===== config.mk =====
export PLATFORM = sky130hd
export DESIGN_NAME = vga_frame_sequencer
export DESIGN_NICKNAME = d
export VERILOG_FILES = /design/src/rtl/vga_frame_sequencer.sv
export SDC_FILE = /design/constraint.sdc
export NUM_CORES = 1
export LEC_CHECK = 0
export CAP_MARGIN = 10
export CORE_UTILIZATION = 48
export DETAILED_ROUTE_END_ITERATION = 10
export GPL_ROUTABILITY_DRIVEN = 0
export PLACE_DENSITY_LB_ADDON = 0.05
export SLEW_MARGIN = 20
export SYNTH_ARGS = -nofsm -noshare
export SYNTH_HDL_FRONTEND = slang
export SYNTH_SLANG_ARGS = --single-unit
export TNS_END_PERCENT = 1

===== constraint.sdc =====
create_clock -name i_Clk -period 1.5 [get_ports i_Clk]
set_input_delay 0.225 -clock i_Clk [delete_from_list [all_inputs] [get_ports i_Clk]]
set_output_delay 0.225 -clock i_Clk [all_outputs]
set_load 0.05 [all_outputs]

===== src/rtl/vga_frame_sequencer.sv =====
// VGA raster timing generator with frame-synchronous pattern scheduling.
// Every output is registered one cycle behind the h/v counters, so all of them describe the same pixel.
module vga_frame_sequencer #(
  parameter int H_ACTIVE       = 640,
  parameter int H_FP           = 16,
  parameter int H_SYNC         = 96,
  parameter int H_BP           = 48,
  parameter int V_ACTIVE       = 480,
  parameter int V_FP           = 10,
  parameter int V_SYNC         = 2,
  parameter int V_BP           = 33,
  parameter int HS_POL         = 0,
  parameter int VS_POL         = 0,
  parameter int NUM_PAT        = 4,
  parameter int PAT_W          = 2,
  parameter int FRAMES_PER_PAT = 60
) (
  input  logic             i_Clk,
  input  logic             i_Rst_n,
  input  logic             i_Next,
  input  logic             i_Hold,
  output logic             o_HSync,
  output logic             o_VSync,
  output logic             o_DE,
  output logic [9:0]       o_X,
  output logic [9:0]       o_Y,
  output logic             o_FrameStart,
  output logic [PAT_W-1:0] o_PatSel
);

  localparam int H_TOTAL = H_ACTIVE + H_FP + H_SYNC + H_BP;
  localparam int V_TOTAL = V_ACTIVE + V_FP + V_SYNC + V_BP;
  localparam int FC_W    = (FRAMES_PER_PAT > 1) ? $clog2(FRAMES_PER_PAT) : 1;

  localparam logic [9:0] H_ACT_END  = 10'(H_ACTIVE);
  localparam logic [9:0] H_SYNC_BEG = 10'(H_ACTIVE + H_FP);
  localparam logic [9:0] H_SYNC_END = 10'(H_ACTIVE + H_FP + H_SYNC);
  localparam logic [9:0] H_LAST     = 10'(H_TOTAL - 1);
  localparam logic [9:0] V_ACT_END  = 10'(V_ACTIVE);
  localparam logic [9:0] V_SYNC_BEG = 10'(V_ACTIVE + V_FP);
  localparam logic [9:0] V_SYNC_END = 10'(V_ACTIVE + V_FP + V_SYNC);
  localparam logic [9:0] V_LAST     = 10'(V_TOTAL - 1);

  localparam logic [FC_W-1:0]  FC_LAST  = FC_W'(FRAMES_PER_PAT - 1);
  localparam logic [PAT_W-1:0] PAT_LAST = PAT_W'(NUM_PAT - 1);
  localparam logic             HS_ON    = (HS_POL != 0);
  localparam logic             VS_ON    = (VS_POL != 0);

  logic [9:0]       h_q, h_d, v_q, v_d;
  logic [9:0]       x_q, y_q;
  logic             de_q, hs_q, vs_q, fs_q, frame_end_q;
  logic             next_prev_q, pend_q, pend_d;
  logic [FC_W-1:0]  fc_q, fc_d;
  logic [PAT_W-1:0] pat_q, pat_d;
  logic             h_act, v_act, h_sync, v_sync, next_edge, advance;

  assign h_act  = (h_q < H_ACT_END);
  assign v_act  = (v_q < V_ACT_END);
  assign h_sync = (h_q >= H_SYNC_BEG) && (h_q < H_SYNC_END);
  assign v_sync = (v_q >= V_SYNC_BEG) && (v_q < V_SYNC_END);

  // frame_end_q is aligned with the outputs: it marks the cycle that shows the last pixel,
  // so the pattern update lands on the same edge that raises o_FrameStart.
  assign next_edge = i_Next & ~next_prev_q;
  assign advance   = frame_end_q & (pend_q | next_edge | (~i_Hold & (fc_q == FC_LAST)));

  always_comb begin
    h_d    = h_q + 10'd1;
    v_d    = v_q;
    pend_d = pend_q | next_edge;
    fc_d   = fc_q;
    pat_d  = pat_q;
    if (h_q == H_LAST) begin
      h_d = '0;
      v_d = (v_q == V_LAST) ? '0 : v_q + 10'd1;
    end
    if (advance) begin
      pat_d  = (pat_q == PAT_LAST) ? '0 : pat_q + 1'b1;
      fc_d   = '0;
      pend_d = 1'b0;
    end else if (frame_end_q && !i_Hold) begin
      fc_d = fc_q + 1'b1;
    end
  end

  always_ff @(posedge i_Clk or negedge i_Rst_n) begin
    if (!i_Rst_n) begin
      h_q         <= '0;
      v_q         <= '0;
      x_q         <= '0;
      y_q         <= '0;
      de_q        <= 1'b0;
      hs_q        <= ~HS_ON;
      vs_q        <= ~VS_ON;
      fs_q        <= 1'b0;
      frame_end_q <= 1'b0;
      next_prev_q <= 1'b0;
      pend_q      <= 1'b0;
      fc_q        <= '0;
      pat_q       <= '0;
    end else begin
      h_q         <= h_d;
      v_q         <= v_d;
      x_q         <= h_q;
      y_q         <= v_q;
      de_q        <= h_act & v_act;
      hs_q        <= h_sync ? HS_ON : ~HS_ON;
      vs_q        <= v_sync ? VS_ON : ~VS_ON;
      fs_q        <= (h_q == '0) && (v_q == '0);
      frame_end_q <= (h_q == H_LAST) && (v_q == V_LAST);
      next_prev_q <= i_Next;
      pend_q      <= pend_d;
      fc_q        <= fc_d;
      pat_q       <= pat_d;
    end
  end

  assign o_X          = x_q;
  assign o_Y          = y_q;
  assign o_DE         = de_q;
  assign o_HSync      = hs_q;
  assign o_VSync      = vs_q;
  assign o_FrameStart = fs_q;
  assign o_PatSel     = pat_q;

endmodule

==> tab_implementation.tex <==
\begin{tabular}{lr}
\hline
Metric & Value \\
\hline
\multicolumn{2}{l}{\textbf{CTS}} \\
\quad Count of clock tree sinks & 55 \\
\quad Cts bufs inserted & 5 \\
\quad Insertion delay to the later sink of the worst-skew pair & 0.30 ns \\
\quad Buffers from clock root to sink, at most & 2 \\
\quad Clock slew at reported path FFs & 0.09 ns \\
\quad H-tree levels & 2 \\
\quad Setup Buffers After CTS & 0 \\
\quad TritonCTS clock tree & built \\
\quad Clock root buffer & sky130\_fd\_sc\_hd\_\_clkbuf\_8 \\
\multicolumn{2}{l}{\textbf{Detailed routing}} \\
\quad DRC errors left & 0 \\
\quad Iteration-0 DRC Markers & 122 \\
\quad Met2 routed WL & 2290 um \\
\quad Vias per cell & 5.22 \\
\quad Top sig layer & met4 \\
\quad Length of the first detailed-routing pass in iterations & 4 \\
\quad Residual antenna-violating net count after detailed routing & 0 \\
\quad Routed wire length & 4380 um \\
\quad Met1 Wirelength & 1880 um \\
\quad Routed wirelength normalized by instance count & 14.7 um \\
\quad Routed wl met3 & 157 um \\
\quad Total vias in the final route & 1556 \\
\multicolumn{2}{l}{\textbf{Die}} \\
\quad Chip height & 69.7 um \\
\quad Die outline area & 4860 um\^{}2 \\
\quad Std cell rows & 24 \\
\quad IO Count & 30 \\
\quad Initial Utilization & 50.2\% \\
\quad Width of the chip & 69.7 um \\
\quad CORE AREA & 4380 um\^{}2 \\
\multicolumn{2}{l}{\textbf{Timing}} \\
\quad Worst clock skew & 0.00620 ns \\
\quad RSZ-0062 raised after global routing & true \\
\quad Share of the cycle needed by the critical path after routing & 102\% \\
\quad Post-Route Hold Slack & 0.399 ns \\
\quad Max-slew violations & 0 \\
\quad Worst slew margin relative to its limit & 76.2\% \\
\quad Minimum period implied by the final worst setup slack & 1.53 ns \\
\quad Crit path setup slack, layout & -0.0319 ns \\
\quad Final-report hold violation count & 0 \\
\quad Highest attainable clock frequency & 653 MHz \\
\quad Count of final setup violators & 6 \\
\quad Worst slew pin tran & 0.354 ns \\
\multicolumn{2}{l}{\textbf{Yosys}} \\
\quad Number of enable flip-flop cells after synthesis & 0 \\
\quad Share of flip-flops with an asynchronous set or reset & 100\% \\
\quad Total of flip-flops plus latches after synthesis & 55 \\
\quad Synth top cells by count & 53 x sky130\_fd\_sc\_hd\_\_dfrtp\_1, 18 x sky130\_fd\_sc\_hd\_\_nor2\_1, 13 x sky130\_fd\_sc\_hd\_\_nand3\_1 \\
\quad Count of cell types in the netlist & 36 \\
\quad Post-synthesis share of cell area spent on and, or, nand and nor gates & 19.7\% \\
\quad Leading area contributor after synthesis & sky130\_fd\_sc\_hd\_\_dfrtp\_1 \\
\quad Synth Area in Adders & 3.41\% \\
\quad Area of the mapped netlist & 2200 um\^{}2 \\
\quad Primary flip-flop cell chosen by synthesis mapping & sky130\_fd\_sc\_hd\_\_dfrtp\_1 \\
\quad Net count after synthesis & 188 \\
\quad Sequential cell area fraction in the yosys report & 62.6\% \\
\quad Area fraction of the dominant cell type after synthesis & 60.3\% \\
\quad Leading cell types by total area after synthesis & sky130\_fd\_sc\_hd\_\_dfrtp\_1 60\%, sky130\_fd\_sc\_hd\_\_ha\_1 3.4\%, sky130\_fd\_sc\_hd\_\_xnor2\_1 3.2\% \\
\quad Share of the synthesized area in compound gates (AO/OA/AOI/OAI) & 3.18\% \\
\quad Largest family of logic cells by synthesized area & simple AND/OR/NAND/NOR gates \\
\quad Syn\_area\_per\_cell & 12.4 um\^{}2 \\
\quad Library cell with the highest instance count after synthesis & sky130\_fd\_sc\_hd\_\_dfrtp\_1 \\
\quad Number of standard cells after synthesis & 178 \\
\quad Multiplexer share of the synthesized area & 2.39\% \\
\quad Number of warnings issued by yosys & 0 \\
\quad XOR/XNOR share of the synthesized area & 6.37\% \\
\multicolumn{2}{l}{\textbf{Worst setup path}} \\
\quad Max stage delay cell, worst path & sky130\_fd\_sc\_hd\_\_nor4\_4 \\
\quad Largest stage delay on the critical path & 0.42 ns \\
\quad CP top delay family & simple AND/OR/NAND/NOR gates \\
\quad Crit path max fanout & 5 \\
\quad Series of cell instances along the critical path & ha\_4, nand4\_4, nor4\_4, nand3\_1, xnor2\_1 \\
\quad Worst endpoint data arrival time & 1.72 ns \\
\quad Critical setup path kind & flip-flop to flip-flop \\
\quad Critical path capture point type & flip-flop \\
\quad CP Buf/Inv Count & 0 \\
\quad Worst setup SP type & flip-flop \\
\quad Critical Path RT & 1.69 ns \\
\multicolumn{2}{l}{\textbf{Power}} \\
\quad Worst VDD drop & 0.000456 V \\
\quad Pleak & 1.52 nW \\
\quad Total power per unit cell area & 810 nW/um\^{}2 \\
\quad Total chip power & 2.46 mW \\
\multicolumn{2}{l}{\textbf{GRT}} \\
\quad Via count of the first global-routing pass & 1663 \\
\quad Total global routing overflow & 0 \\
\quad Largest net degree at the start of global routing & 56 \\
\quad Antenna violations before repair & 0 \\
\quad Global-route wire length before repair & 7640 um \\
\quad Global-route total usage across every layer & 20.0\% \\
\multicolumn{2}{l}{\textbf{Placement}} \\
\quad Worst slack at placement & -0.238 ns \\
\quad Instance area after placement & 2810 um\^{}2 \\
\quad Total half-perimeter wirelength after legalization and detailed placement & 3110 um \\
\quad Number of port buffers & 29 \\
\multicolumn{2}{l}{\textbf{Run status}} \\
\quad Run status & complete, but fails checks \\
\quad Failing checks & setup timing \\
\multicolumn{2}{l}{\textbf{Cells and area}} \\
\quad Area overhead of the layout relative to synthesis & 37.7\% \\
\quad Design Area, Final & 3030 um\^{}2 \\
\quad Share of post-route cells with drive strength above 1 & 37.4\% \\
\quad Antenna diodes & 0 \\
\quad Final Net Count & 256 \\
\multicolumn{2}{l}{\textbf{Run}} \\
\quad Maxcap violations & 0 \\
\multicolumn{2}{l}{\textbf{Min path}} \\
\quad Class of the most critical hold timing path & input pin to flip-flop \\
\hline
\end{tabular}
per-layer routing:
layer / up-vias / global-route usage (%)
met2: 28 / 33.9
met1: 775 / 25.1
li1: 745 / -
met4: 0 / 6.00
met3: 8 / 5.38
met5: - / 0
worst reg2reg max path: stages (launching register included):
cell	delay, ns
sky130_fd_sc_hd__dfrtp_1	0.41
sky130_fd_sc_hd__ha_4	0.17
sky130_fd_sc_hd__nand4_4	0.14
sky130_fd_sc_hd__nor4_4	0.42
sky130_fd_sc_hd__nand3_1	0.14
sky130_fd_sc_hd__xnor2_1	0.15
final cells by class:
cell class                      count  area [um^2]
Timing Repair Buffer               64          559
Multi-Input combinational cell    111          891
Fill cell                         334         1350
Inverter                            9         33.8
Clock buffer                        6         72.6
Sequential cell                    55         1380
Clock inverter                      1         30.0
Tap cell                           52         65.1
per-stage QoR:
stage	cells	setup TNS [ns]	utilization, %
after global placement	290	-1.85	64.0
after CTS	298	-0.215	68.5
after floorplan	178	-0.264	-
final	298	-0.150	69.1
after global routing	298	-1.14	69.1
after detailed placement	290	-2.20	64.0
repair_timing:
| item | CTS | global route |
|---|---|---|
| resized for setup | 21 | 6 |
| hold buffers | 1 | 0 |
| endpoints found under the hold margin | 53 | 0 |
| endpoints found under the setup margin | 18 | 21 |
| pin swaps | 2 | 10 |
power breakdown:
part	switching [mW]	internal, mW	total, mW	leakage, nW
sequential	0.000452	1.48	1.48	0.725
clock	0.440	0.490	0.930	0.0513
combinational	0.0299	0.0130	0.0429	0.740
total	0.471	1.99	2.46	1.52
flip-flops by register name (all words and copies together), names as in the netlist:
name and flops:
h_q 10, o_X 10, o_Y 10, v_q 10
fc_q 6, o_PatSel 2, frame_end_q 1, next_prev_q 1
o_DE 1, o_FrameStart 1, o_HSync 1, o_VSync 1
pend_q 1
logic make-up (layout without fill, tap and decap cells):
family / count (synthesis) / count (layout)
AO/OA/AOI/OAI: 11 / 11
XOR/XNOR: 16 / 16
adder cells (fa/ha/maj): 6 / 6
buffers and inverters: 12 / 80
flip-flops: 55 / 55
multiplexers: 5 / 5
AND/OR/NAND/NOR: 73 / 73
path summary, 6_finish.rpt:
kind | startpoint | to | slack (ns) | cells past startpoint
max | h_q[1] | v_q[6] | -0.03 | 5
min | i_Next | next_prev_q | 0.40 | 1
max reg2reg | h_q[1] | v_q[6] | -0.03 | 5
min reg2reg | v_q[8] | o_Y[8] | 0.45 | 0
max in group asynchronous | i_Rst_n | o_HSync | 0.78 | 3
min in group asynchronous | i_Rst_n | o_Y[3] | 0.44 | 3
placed cells by master, fill, tap and decap left out, types with 3 or more instances in the layout:
cell and count:
sky130_fd_sc_hd__nand4_1 7, sky130_fd_sc_hd__xnor2_1 8, sky130_fd_sc_hd__xor2_1 8, sky130_fd_sc_hd__nor2_1 18, sky130_fd_sc_hd__ha_1 3, sky130_fd_sc_hd__mux2i_1 3
sky130_fd_sc_hd__nand3_1 11, sky130_fd_sc_hd__nand2_1 7, sky130_fd_sc_hd__o21ai_1 3, sky130_fd_sc_hd__inv_1 7, sky130_fd_sc_hd__dfrtp_1 53, sky130_fd_sc_hd__nor4_2 3
sky130_fd_sc_hd__buf_12 5, sky130_fd_sc_hd__buf_6 3, sky130_fd_sc_hd__and3_1 6, sky130_fd_sc_hd__clkbuf_8 5, sky130_fd_sc_hd__buf_4 52, sky130_fd_sc_hd__nor4_1 3
(Power assumes the default switching activity.)
